## src/rtl/multi_edge_detector.sv

```systemverilog
// multi_edge_detector
// N independent input channels. Each channel passes through a flop-chain
// synchroniser, then a consecutive-sample debounce filter, and produces a
// registered debounced level plus one-cycle rising/falling pulses.
// any_edge is a registered OR of every pulse, aligned with the pulses.
//
// Optional feature: define EDGE_LATCH_EN to add per-channel sticky edge
// flags (event_flags) with a per-channel clear (event_clear). Without it,
// event_flags is tied to 0 and event_clear is ignored.
module multi_edge_detector #(
    parameter int CHANNELS        = 4,
    parameter int SYNC_STAGES     = 2,
    parameter int DEBOUNCE_CYCLES = 4
) (
    input  logic                clk,
    input  logic                rst_n,
    input  logic [CHANNELS-1:0] signal_in,
    output logic [CHANNELS-1:0] signal_out,
    output logic [CHANNELS-1:0] rising_edge,
    output logic [CHANNELS-1:0] falling_edge,
    output logic                any_edge,
    input  logic [CHANNELS-1:0] event_clear,
    output logic [CHANNELS-1:0] event_flags
);

    // Counter only needs to reach DEBOUNCE_CYCLES-1; keep at least one bit.
    localparam int            CW      = (DEBOUNCE_CYCLES > 1) ? $clog2(DEBOUNCE_CYCLES) : 1;
    localparam logic [CW-1:0] CNT_MAX = CW'(DEBOUNCE_CYCLES - 1);

    logic [SYNC_STAGES-1:0] r_sync [CHANNELS];
    logic [CW-1:0]          r_cnt  [CHANNELS];
    logic [CHANNELS-1:0]    r_level;
    logic [CHANNELS-1:0]    r_rise;
    logic [CHANNELS-1:0]    r_fall;
    logic                   r_any;

    logic [CW-1:0]          w_cnt_nxt [CHANNELS];
    logic [CHANNELS-1:0]    w_sync;
    logic [CHANNELS-1:0]    w_mismatch;
    logic [CHANNELS-1:0]    w_accept;
    logic [CHANNELS-1:0]    w_level_nxt;
    logic [CHANNELS-1:0]    w_rise_nxt;
    logic [CHANNELS-1:0]    w_fall_nxt;

    // Shift each raw input through its synchroniser chain; the MSB is the safe sample.
    always_ff @(posedge clk or negedge rst_n) begin
        if (!rst_n) begin
            for (int i = 0; i < CHANNELS; i++) begin
                r_sync[i] <= '0;
            end
        end else begin
            for (int i = 0; i < CHANNELS; i++) begin
                r_sync[i] <= {r_sync[i][SYNC_STAGES-2:0], signal_in[i]};
            end
        end
    end

    // Debounce decision: accept a new level once the mismatch has persisted long enough.
    always_comb begin
        w_sync      = '0;
        w_mismatch  = '0;
        w_accept    = '0;
        w_level_nxt = r_level;
        w_rise_nxt  = '0;
        w_fall_nxt  = '0;
        for (int i = 0; i < CHANNELS; i++) begin
            w_cnt_nxt[i]  = '0;
            w_sync[i]     = r_sync[i][SYNC_STAGES-1];
            w_mismatch[i] = w_sync[i] ^ r_level[i];
            w_accept[i]   = w_mismatch[i] && (r_cnt[i] == CNT_MAX);
            if (w_accept[i]) begin
                // Counter returns to 0 on acceptance so it can never wrap.
                w_cnt_nxt[i]   = '0;
                w_level_nxt[i] = w_sync[i];
                w_rise_nxt[i]  = w_sync[i];
                w_fall_nxt[i]  = ~w_sync[i];
            end else if (w_mismatch[i]) begin
                w_cnt_nxt[i] = r_cnt[i] + CW'(1);
            end
        end
    end

    // Register debounce counters, stable levels and the one-cycle edge pulses.
    always_ff @(posedge clk or negedge rst_n) begin
        if (!rst_n) begin
            for (int i = 0; i < CHANNELS; i++) begin
                r_cnt[i] <= '0;
            end
            r_level <= '0;
            r_rise  <= '0;
            r_fall  <= '0;
            r_any   <= 1'b0;
        end else begin
            for (int i = 0; i < CHANNELS; i++) begin
                r_cnt[i] <= w_cnt_nxt[i];
            end
            r_level <= w_level_nxt;
            r_rise  <= w_rise_nxt;
            r_fall  <= w_fall_nxt;
            // Built from next-state pulses so it lands in the same cycle as them.
            r_any   <= |(w_rise_nxt | w_fall_nxt);
        end
    end

    assign signal_out   = r_level;
    assign rising_edge  = r_rise;
    assign falling_edge = r_fall;
    assign any_edge     = r_any;

`ifdef EDGE_LATCH_EN
    logic [CHANNELS-1:0] r_flags;

    // Sticky flags: a pulse sets, clear drops, and a set in the same cycle wins.
    always_ff @(posedge clk or negedge rst_n) begin
        if (!rst_n) begin
            r_flags <= '0;
        end else begin
            r_flags <= (r_rise | r_fall) | (r_flags & ~event_clear);
        end
    end

    assign event_flags = r_flags;
`else
    // Clear input has no effect without the flag registers.
    logic w_unused_clear;
    assign w_unused_clear = ^event_clear;
    assign event_flags    = '0;
`endif

endmodule

```

## config.mk

```make
export PLATFORM = sky130hd
export DESIGN_NAME = multi_edge_detector
export DESIGN_NICKNAME = d
export VERILOG_FILES = /design/src/rtl/multi_edge_detector.sv
export SDC_FILE = /design/constraint.sdc
export NUM_CORES = 1
export LEC_CHECK = 0
export CAP_MARGIN = 40
export CORE_UTILIZATION = 40
export DETAILED_ROUTE_END_ITERATION = 7
export PLACE_DENSITY = 0.68
export REMOVE_ABC_BUFFERS = 1
export SLEW_MARGIN = 20
export SYNTH_ARGS = -nofsm -noshare
export SYNTH_HDL_FRONTEND = slang
export SYNTH_SLANG_ARGS = --single-unit
export TNS_END_PERCENT = 100
```

## constraint.sdc

```tcl
create_clock -name clk -period 2.55 [get_ports clk]
set_input_delay 0.51 -clock clk [delete_from_list [all_inputs] [get_ports clk]]
set_output_delay 0.51 -clock clk [all_outputs]
set_load 0.005 [all_outputs]
```

# Yosys cells after proc, flatten, opt, wreduce, memory -nomap -nowiden
# Cells that the tools add are included.
# W data, S select, Z words.
[op_classes] n_addsub=4 eq_ne=4 mux=16 bitwise_logic=9 reduce_logical=5
[op_table] operator="$mux W2" n=8
[op_table] operator="$add A2 B1 Y2 const B" n=4
[op_table] operator="$eq A2 B2 Y1 const B" n=4
[op_table] operator="$mux W1" n=8
[op_table] operator="$logic_and A1 B1 Y1" n=4
[op_table] operator="$not A1 Y1" n=4
[op_table] operator="$or A4 B4 Y4" n=1
[op_table] operator="$reduce_or A4 Y1" n=1
[op_table] operator="$xor A1 B1 Y1" n=4
[word_totals] regBits=29 input_bits=10 output_inout_bits=17

# Depth between registers and ports, before layout
# Gate-level depths: netlist of the first run.
[depth] word_depth=5 depth_mapped=4 mapped_depth_nobuf=4

# Least setup slack after synthesis of the first run
# No wires, ideal clock.
[synth_timing] kind="register -> register" from="register r_cnt[2] (netlist name)" to="register r_any (netlist: any_edge)" setup_ns=0.126 arrival_ns=0.993 setup_slack_ns=1.431 stages_incl_launch_ff=5 path_buffers=0 path_cell_list="dfrtp_1 > ha_1 > inv_1 > o22ai_1 > a221o_1"
[synth_between] elab_chain_cells=5
[synth_rtl] item="from (decl)" line="31" text="logic [CW-1:0] r_cnt [CHANNELS];"
[synth_rtl] item="from (signal, indexed assignment)" line="95" text="r_cnt[i] <= w_cnt_nxt[i];"
[synth_rtl] item="$eq A2 B2 Y1 *" line="70" text="w_accept[i] = w_mismatch[i] && (r_cnt[i] == CNT_MAX);"
[synth_rtl] item="$logic_and A1 B1 Y1 *" line="70"
[synth_rtl] item="$mux W1" line="71" text="if (w_accept[i]) begin"
[synth_rtl] item="$or A4 B4 Y4 *" line="101" text="r_any <= |(w_rise_nxt | w_fall_nxt);"
[synth_rtl] item="$reduce_or A4 Y1 *" line="101"
[synth_rtl] item="to (signal assigned)" line="101"
[synth_rtl] item="to (decl)" line="35" text="logic r_any;"
# Mark *: on every way between the ends. The rest lies on a longest branch, timed or not.
# A chain may end at the register's enable or synchronous reset.

# Worst setup path in the final report of the first run
[layout_timing] from="register r_level[0] (netlist: signal_out[0])" to="output signal_out[0]"
[layout_lines] item="from (decl)" line="32" text="logic [CHANNELS-1:0] r_level;"
[layout_lines] item="from (signal assigned)" line="97" text="r_level <= w_level_nxt;"
[layout_lines] item="to (decl)" line="18" text="output logic [CHANNELS-1:0] signal_out,"
# No word-level cell between the ends.

==> metrics, run 1 <==
setup slack after layout 0.774 ns; CP max-delay cell clkdlybuf4s50_1; DR vias 586; Synth Flop Type dfrtp_1; worst hold-check path type register to register; CP Launch Type register; FFs w/ async S/R, synth 100%; most frequent cells in the layout 29 x dfrtp_1, 18 x clkdlybuf4s50_1, 8 x nor3b_1, 7 x inv_1; die area 2780 µm²; Synth area leaders dfrtp_1 71%, nor3b_1 5.8%, ha_1 4.9%, buf_4 2.9%, inv_1 2.6%; area leader, netlist dfrtp_1; Seq cells post-synth 29; proportion of layout cells with a drive suffix above 1 8.08%; register area share after synthesis 70.6%; status completed; largest net degree at the start of global routing 30; I/O Buffers 18; Worst VDD drop 538 µV; Final Power 0.00121 W; gr usage total 12.8%; non-filler cells, final 129; Placer Congestion 0.639; diodes inserted 0; Pwr Density 936 nW/µm²; Setup violations, final 0; Post-CTS Setup Inserts 0; Clock Skews 0.00451 ns; number of global-route vias before repair 526; Worst-path clk slew 0.08 ns; Clock Sinks 29; DIE HEIGHT 52.7 µm; width of the die 52.7 µm; Iteration-0 DRC Markers 9; worst setup path class register to output port; antenna-violating nets left 0; drt total wl 1.40 mm; Mapped Cells 74; dpl hpwl 1.00 mm; core footprint 2450 µm²; Starting Density 41.9%; Post-Syn Area per Cell 13.9 µm²; synthesized cell area 1030 µm²; library cells used by synthesis 16; hold buffers post-CTS 0; per-cell routed wire length 10.8 µm; initial antenna violation count 0; RSZ-0062 raised after global routing false; commonest non-fill, non-tap cell in the layout dfrtp_1; Final nets 113; final slew viol count 0; DR pass1 iterations 3; Area Growth Syn to Fin 25.4%; cell family with most CP delay buffers and inverters; TritonCTS clock tree yes; clock root cell clkbuf_4; setup tns final 0 ns; clk buf depth 2; TritonCTS buffer count 5; Max-Cap Viols 0; drt drc 0; Arrival @ worst endpoint 1.27 ns; later-pin clock latency in the skew report 0.31 ns; htree depth 2; crit share post-route 69.7%; total I/O pin count 27; Critical Path Max Stage Delay 0.53 ns; top cell type's share of synthesized area 70.6%; Post-synth EDFFs 0; CP cell instances clkdlybuf4s50_1; worst slack at placement 1.11 ns; cts repair resizes 0; Tmin final 1.78 ns; FP Rows 18; placed insts 122; Setup crit end kind output port; Yosys warnings 0; routed vias/inst 4.54; fmax 563 MHz; grt ovf 0; P_leak 0.600 nW; Buffers & Inverters on Critical Path 1; first-pass GRT wire length 2.33 mm; Final Hold Violating Endpoints 0; Worst Path Required 2.04 ns; peak fanout along the critical path 4
==> power by group <==
| group | leakage (nW) | total, W | internal [W] | switching [W] |
|---|---|---|---|---|
| logic | 0.198 | 0.000312 | 0.000183 | 0.000128 |
| registers | 0.371 | 0.000627 | 0.000560 | 0.0000674 |
| clock network | 0.0314 | 0.000268 | 0.000130 | 0.000139 |
| total | 0.600 | 0.00121 | 0.000873 | 0.000334 |
==> kinds of logic after synthesis <==
| kind of cell | after synthesis | share of synthesized area [%] |
|---|---|---|
| compound gates | 5 | 3.04 |
| xor+xnor | 4 | 4.14 |
| flops | 29 | 70.6 |
| buf+inv | 11 | 5.48 |
| simple gates | 19 | 10.5 |
| mux | 1 | 1.09 |
| other cells | 1 | 0.365 |
| fa+ha+maj | 4 | 4.87 |
==> Yosys cell counts (2+ instances only) <==
master / n
xnor2_1: 3
nor2_1: 3
o21ai_1: 2
dfrtp_1: 29
inv_1: 7
ha_1: 4
nor3_1: 5
nor3b_1: 8
buf_4: 4
nand2_1: 3
==> state kept, by name, indices dropped and copies added (netlist names) <==
signal / flops
r_sync: 8
r_cnt: 8
signal_out: 4
falling_edge: 4
any_edge: 1
rising_edge: 4
==> routing by layer <==
| layer | global-route usage [%] | vias to the layer above | part of all wire [%] |
|---|---|---|---|
| met5 | 0 | - | 0 |
| met3 | 7.83 | 7 | 5.4 |
| li1 | - | 285 | - |
| met4 | 7.89 | 0 | 3.1 |
| met1 | 14.6 | 280 | 43 |
| met2 | 17.9 | 14 | 48 |
==> path summary, 6_finish.rpt <==
path	startpoint	endpoint	slack, ns	cells after the start
hold reg to reg	r_sync[2]	r_sync[3]	0.36	0
hold / removal	r_sync[2]	r_sync[3]	0.36	0
max in group asynchronous	rst_n	falling_edge[1]	1.72	2
setup reg to reg	r_cnt[0]	any_edge	1.32	4
min in group asynchronous	rst_n	rising_edge[2]	0.57	2
setup / recovery	signal_out[0]	signal_out[0]	0.77	1
==> area by class of cell <==
cell class                 count  area, µm²
timing repair buffer          19        188
clock buffer                   7       55.1
tap                           30       37.5
sequential                    29        726
multi-input combinational     37        258
inverter                       7       26.3
fill                         212       1160
==> per-stage QoR <==
step,hold slack (ns),instance area [µm²],util [%]
6_report,0.356,1290,52.5
5_1_grt,0.361,1290,52.5
4_1_cts,0.358,1290,52.5
3_5_place_dp,0.336,1230,50.3
3_3_place_gp,0.335,1230,50.3
2_1_floorplan,0.214,1010,-
Note: power is estimated with default switching activity, not from simulation.
==> inputs of run 2 (changes only) <==
==> constraint.sdc (replaced) <==
create_clock -name clk -period 1.8 [get_ports clk]
set_input_delay 0.36 -clock clk [delete_from_list [all_inputs] [get_ports clk]]
set_output_delay 0.36 -clock clk [all_outputs]
set_load 0.005 [all_outputs]
==> run 2 against run 1 <==
Sequential cell count unchanged; die area unchanged; final area did not move; critical path depth unchanged; via count increased by 3.4%; global-route usage increased by 0.66 points; cell count unchanged; clock power rose by 44%; sequential power increased by 42%; combinational power increased by 41%; non-clock buffer count unchanged; routed wire length grew 0.79%.
==> metrics, run 2 (same netlist as run 1, synthesis figures left out) <==
hold buffers post-CTS 0; peak fanout along the critical path 4; worst setup path class register to output port; Area after DPL 1230 µm²; FP Rows 18; width of the die 52.7 µm; proportion of layout cells with a drive suffix above 1 8.08%; number of global-route vias before repair 525; later-pin clock latency in the skew report 0.32 ns; crit share post-route 91.1%; cts repair resizes 0; drt total wl 1.41 mm; Worst VDD drop 751 µV; final instance area 1290 µm²; gr usage total 13.5%; Setup violations, final 0; routed vias/inst 4.70; Clock Sinks 29; first-pass GRT wire length 2.39 mm; P_leak 0.600 nW; Iteration-0 DRC Markers 8; final slew viol count 0; Worst Hold Launch r_sync[6]; status completed; core footprint 2450 µm²; Regs by FF count r_cnt x8, r_sync x8; per-cell routed wire length 10.9 µm; TritonCTS buffer count 5; Arrival @ worst endpoint 1.28 ns; TritonCTS clock tree yes; Worst-path clk slew 0.08 ns; Setup crit end kind output port; largest net degree at the start of global routing 30; antenna-violating nets left 0; commonest non-fill, non-tap cell in the layout dfrtp_1; fmax 610 MHz; setup tns final 0 ns; DR pass1 iterations 4; Pwr Density 1330 nW/µm²; Clock Skews 0.00419 ns; dpl hpwl 1.01 mm; Post-CTS Setup Inserts 0; CP cell instances clkdlybuf4s50_1; Worst setup startpoint signal_out[0]; sink of the worst hold path r_sync[7]; clock root cell clkbuf_4; Worst Path Required 1.44 ns; cell family with most CP delay buffers and inverters; Critical Path Max Stage Delay 0.53 ns; DIE HEIGHT 52.7 µm; initial antenna violation count 0; worst r2r src r_cnt[0]; FILL cells 223; FF-to-FF setup slack 0.57 ns; Starting Density 41.9%; htree depth 2; CP max-delay cell clkdlybuf4s50_1; CP Launch Type register; worst hold-check path type register to register; depth of the most critical reg-to-reg path 4; Max-Cap Viols 0; Final Power 0.00171 W; Area Growth Syn to Fin 25.4%; die area 2780 µm²; RSZ-0062 raised after global routing false; Buffers & Inverters on Critical Path 1; Placer Congestion 0.632; DR vias 606; Final nets 113; RR Endpoint any_edge; Tmin final 1.64 ns; I/O Buffers 18; Final Hold Violating Endpoints 0; total I/O pin count 27; drt drc 0; Hold Path Stages 0; most frequent cells in the layout 29 x dfrtp_1, 18 x clkdlybuf4s50_1, 8 x nor3b_1, 7 x inv_1; clk buf depth 2; grt ovf 0; diodes inserted 0
run 2: cell type report:
class                   instances  area, µm²  area share (%)
multi-input cells              37        258            20.0
well taps                      30       37.5            2.91
inverters                       7       26.3            2.04
flip-flops and latches         29        726            56.3
repair buffers                 19        188            14.5
clock buffers                   7       55.1            4.27
run 2: worst max-delay path by stage:
stage                     to  slack (ns)  depth (start not counted)
2_1_floorplan       any_edge        0.68                          4
3_3_place_gp   signal_out[0]        0.52                          1
3_5_place_dp   signal_out[0]        0.50                          1
4_1_cts        signal_out[0]        0.14                          1
5_1_grt        signal_out[0]         0.1                          1
6_report       signal_out[0]        0.16                          1
run 2: where the power goes:
group	internal (W)	leakage (nW)	total (W)	switching, W
clock	0.000184	0.0314	0.000385	0.000202
combinational	0.000260	0.198	0.000439	0.000180
sequential	0.000793	0.371	0.000889	0.0000963
run 2: layer usage:
metal  routed length [µm]  part of all wire, %  GRT usage [%]
met1                  601                   43           15.7
met2                  686                   49           17.7
met3                   93                  6.6           9.57
met4                   27                  1.9           7.89
met5                    0                    0              0
run 2: stage by stage:
step	setup slack [ns]	util [%]	instances	hold slack (ns)
after global placement	0.516	50.3	122	0.335
final	0.160	52.5	129	0.356
after CTS	0.137	52.5	129	0.358
after global routing	0.0958	52.5	129	0.362
after detailed placement	0.502	50.3	122	0.336
after floorplan	0.681	-	73	0.0644
==> inputs of run 3 (changes only) <==
==> constraint.sdc (replaced) <==
create_clock -name clk -period 2 [get_ports clk]
set_input_delay 0.4 -clock clk [delete_from_list [all_inputs] [get_ports clk]]
set_output_delay 0.4 -clock clk [all_outputs]
set_load 0.005 [all_outputs]
==> run 3 against run 2 <==
Register-to-register slack better by 0.19 ns; final area down 0.49%; setup slack better by 0.18 ns; sequential cell count unchanged; cell count up 0.78%; routed wire length down 3.8%.
==> metrics, run 3 (same netlist as run 1, synthesis figures left out) <==
Worst VDD drop 662 µV; Clock Sinks 29; largest net degree at the start of global routing 30; Arrival @ worst endpoint 1.26 ns; CP cell instances clkdlybuf4s50_1; Area Growth Syn to Fin 24.8%; Iteration-0 DRC Markers 4; Comb power frac 26.2%; clk buf depth 2; Critical Path Max Stage Delay 0.53 ns; sw frac 27.8%; RSZ-0062 raised after global routing false; gr usage total 12.4%; placed insts 122; CP Launch Type register; Starting Density 41.9%; worst setup path class register to output port; proportion of layout cells with a drive suffix above 1 7.00%; cell family with most CP delay buffers and inverters; Final Hold Violating Endpoints 0; Regs by FF count r_cnt x8, r_sync x8; peak fanout along the critical path 4; Clock Skews 0.00371 ns; antenna-violating nets left 0; commonest non-fill, non-tap cell in the layout dfrtp_1; grt ovf 0; hold buffers post-CTS 0; later-pin clock latency in the skew report 0.31 ns; worst r2r src r_cnt[0]; Final Power 0.00151 W; RR Endpoint any_edge; P_leak 0.595 nW; Worst-path clk slew 0.08 ns; Buffers & Inverters on Critical Path 1; Placer Congestion 0.634; CP max-delay cell clkdlybuf4s50_1; total I/O pin count 27; Worst Path Required 1.60 ns; diodes inserted 0; fmax 603 MHz; TritonCTS clock tree yes; Final nets 113; htree depth 2; sink of the worst hold path r_sync[7]; initial antenna violation count 0; Worst Hold Launch r_sync[6]; Pwr Density 1170 nW/µm²; first-pass GRT wire length 2.26 mm; internal power 0.00109 W; depth of the most critical reg-to-reg path 4; Clock power frac 20.6%; drt drc 0; TritonCTS buffer count 5; most frequent cells in the layout 29 x dfrtp_1, 18 x clkdlybuf4s50_1, 8 x nor3b_1, 7 x inv_1; cts repair resizes 0; dpl hpwl 1.01 mm; crit share post-route 82.9%; DR vias 605; status completed; non-filler cells, final 130; setup tns final 0 ns; Net Sw Power 0.000419 W; worst slack at placement 0.666 ns; FF-to-FF setup slack 0.76 ns; I/O Buffers 18; Max-Cap Viols 0; final slew viol count 0; FILL cells 223; core footprint 2450 µm²; number of global-route vias before repair 538; setup slack after layout 0.342 ns; Tmin final 1.66 ns; die area 2780 µm²; routed vias/inst 4.65; drt total wl 1.35 mm; clock root cell clkbuf_4; Setup violations, final 0; FP Rows 18; Setup crit end kind output port; DIE HEIGHT 52.7 µm; Hold Path Stages 0; worst hold-check path type register to register; sequential share of power 53.2%; width of the die 52.7 µm; per-cell routed wire length 10.4 µm; Post-CTS Setup Inserts 0; DR pass1 iterations 4
run 3: changes by cell type in the layout (fill, tap and decap cells not counted):
cell	previous run	this run
clkbuf_8	1	0
clkbuf_1	1	3
run 3: metal layers:
metal	vias up	GRT usage (%)	share of wire, %
met1	296	13.2	41
met4	0	9.21	2.3
li1	290	-	-
met2	14	19.4	52
met5	-	0	0
met3	5	5.22	4.9
run 3: how the worst max path moves through the flow:
stage / start / to / cells past startpoint
after floorplan: r_cnt[2] / any_edge / 4
final: signal_out[0] / signal_out[0] / 1
after global placement: signal_out[0] / signal_out[0] / 1
after CTS: signal_out[0] / signal_out[0] / 1
after detailed placement: signal_out[0] / signal_out[0] / 1
after global routing: signal_out[0] / signal_out[0] / 1
run 3: final cells by class:
type,count,area (µm²),area share (%)
inverters,7,26.3,2.05
repair buffers,19,188,14.6
well taps,30,37.5,2.92
multi-input cells,37,258,20.1
flip-flops and latches,29,726,56.5
clock buffers,8,48.8,3.80
run 3: power by group through the flow:
| stage | registers (W) | logic (W) | clock network (W) |
|---|---|---|---|
| 2_1_floorplan | 0.000804 | 0.000222 | 0 |
| 3_3_place_gp | 0.000805 | 0.000384 | 0 |
| 3_5_place_dp | 0.000815 | 0.000401 | 0 |
| 4_1_cts | 0.000803 | 0.000403 | 0.000323 |
| 5_1_grt | 0.000817 | 0.000460 | 0.000355 |
| 6_report | 0.000801 | 0.000395 | 0.000310 |
run 3: through the flow:
stage                     hold slack, ns  cell area (µm²)  utilization (%)
after floorplan                    0.104             1010                -
after global placement             0.335             1230             50.3
after detailed placement           0.339             1230             50.3
after CTS                          0.357             1280             52.3
after global routing               0.362             1280             52.3
final                              0.358             1280             52.3
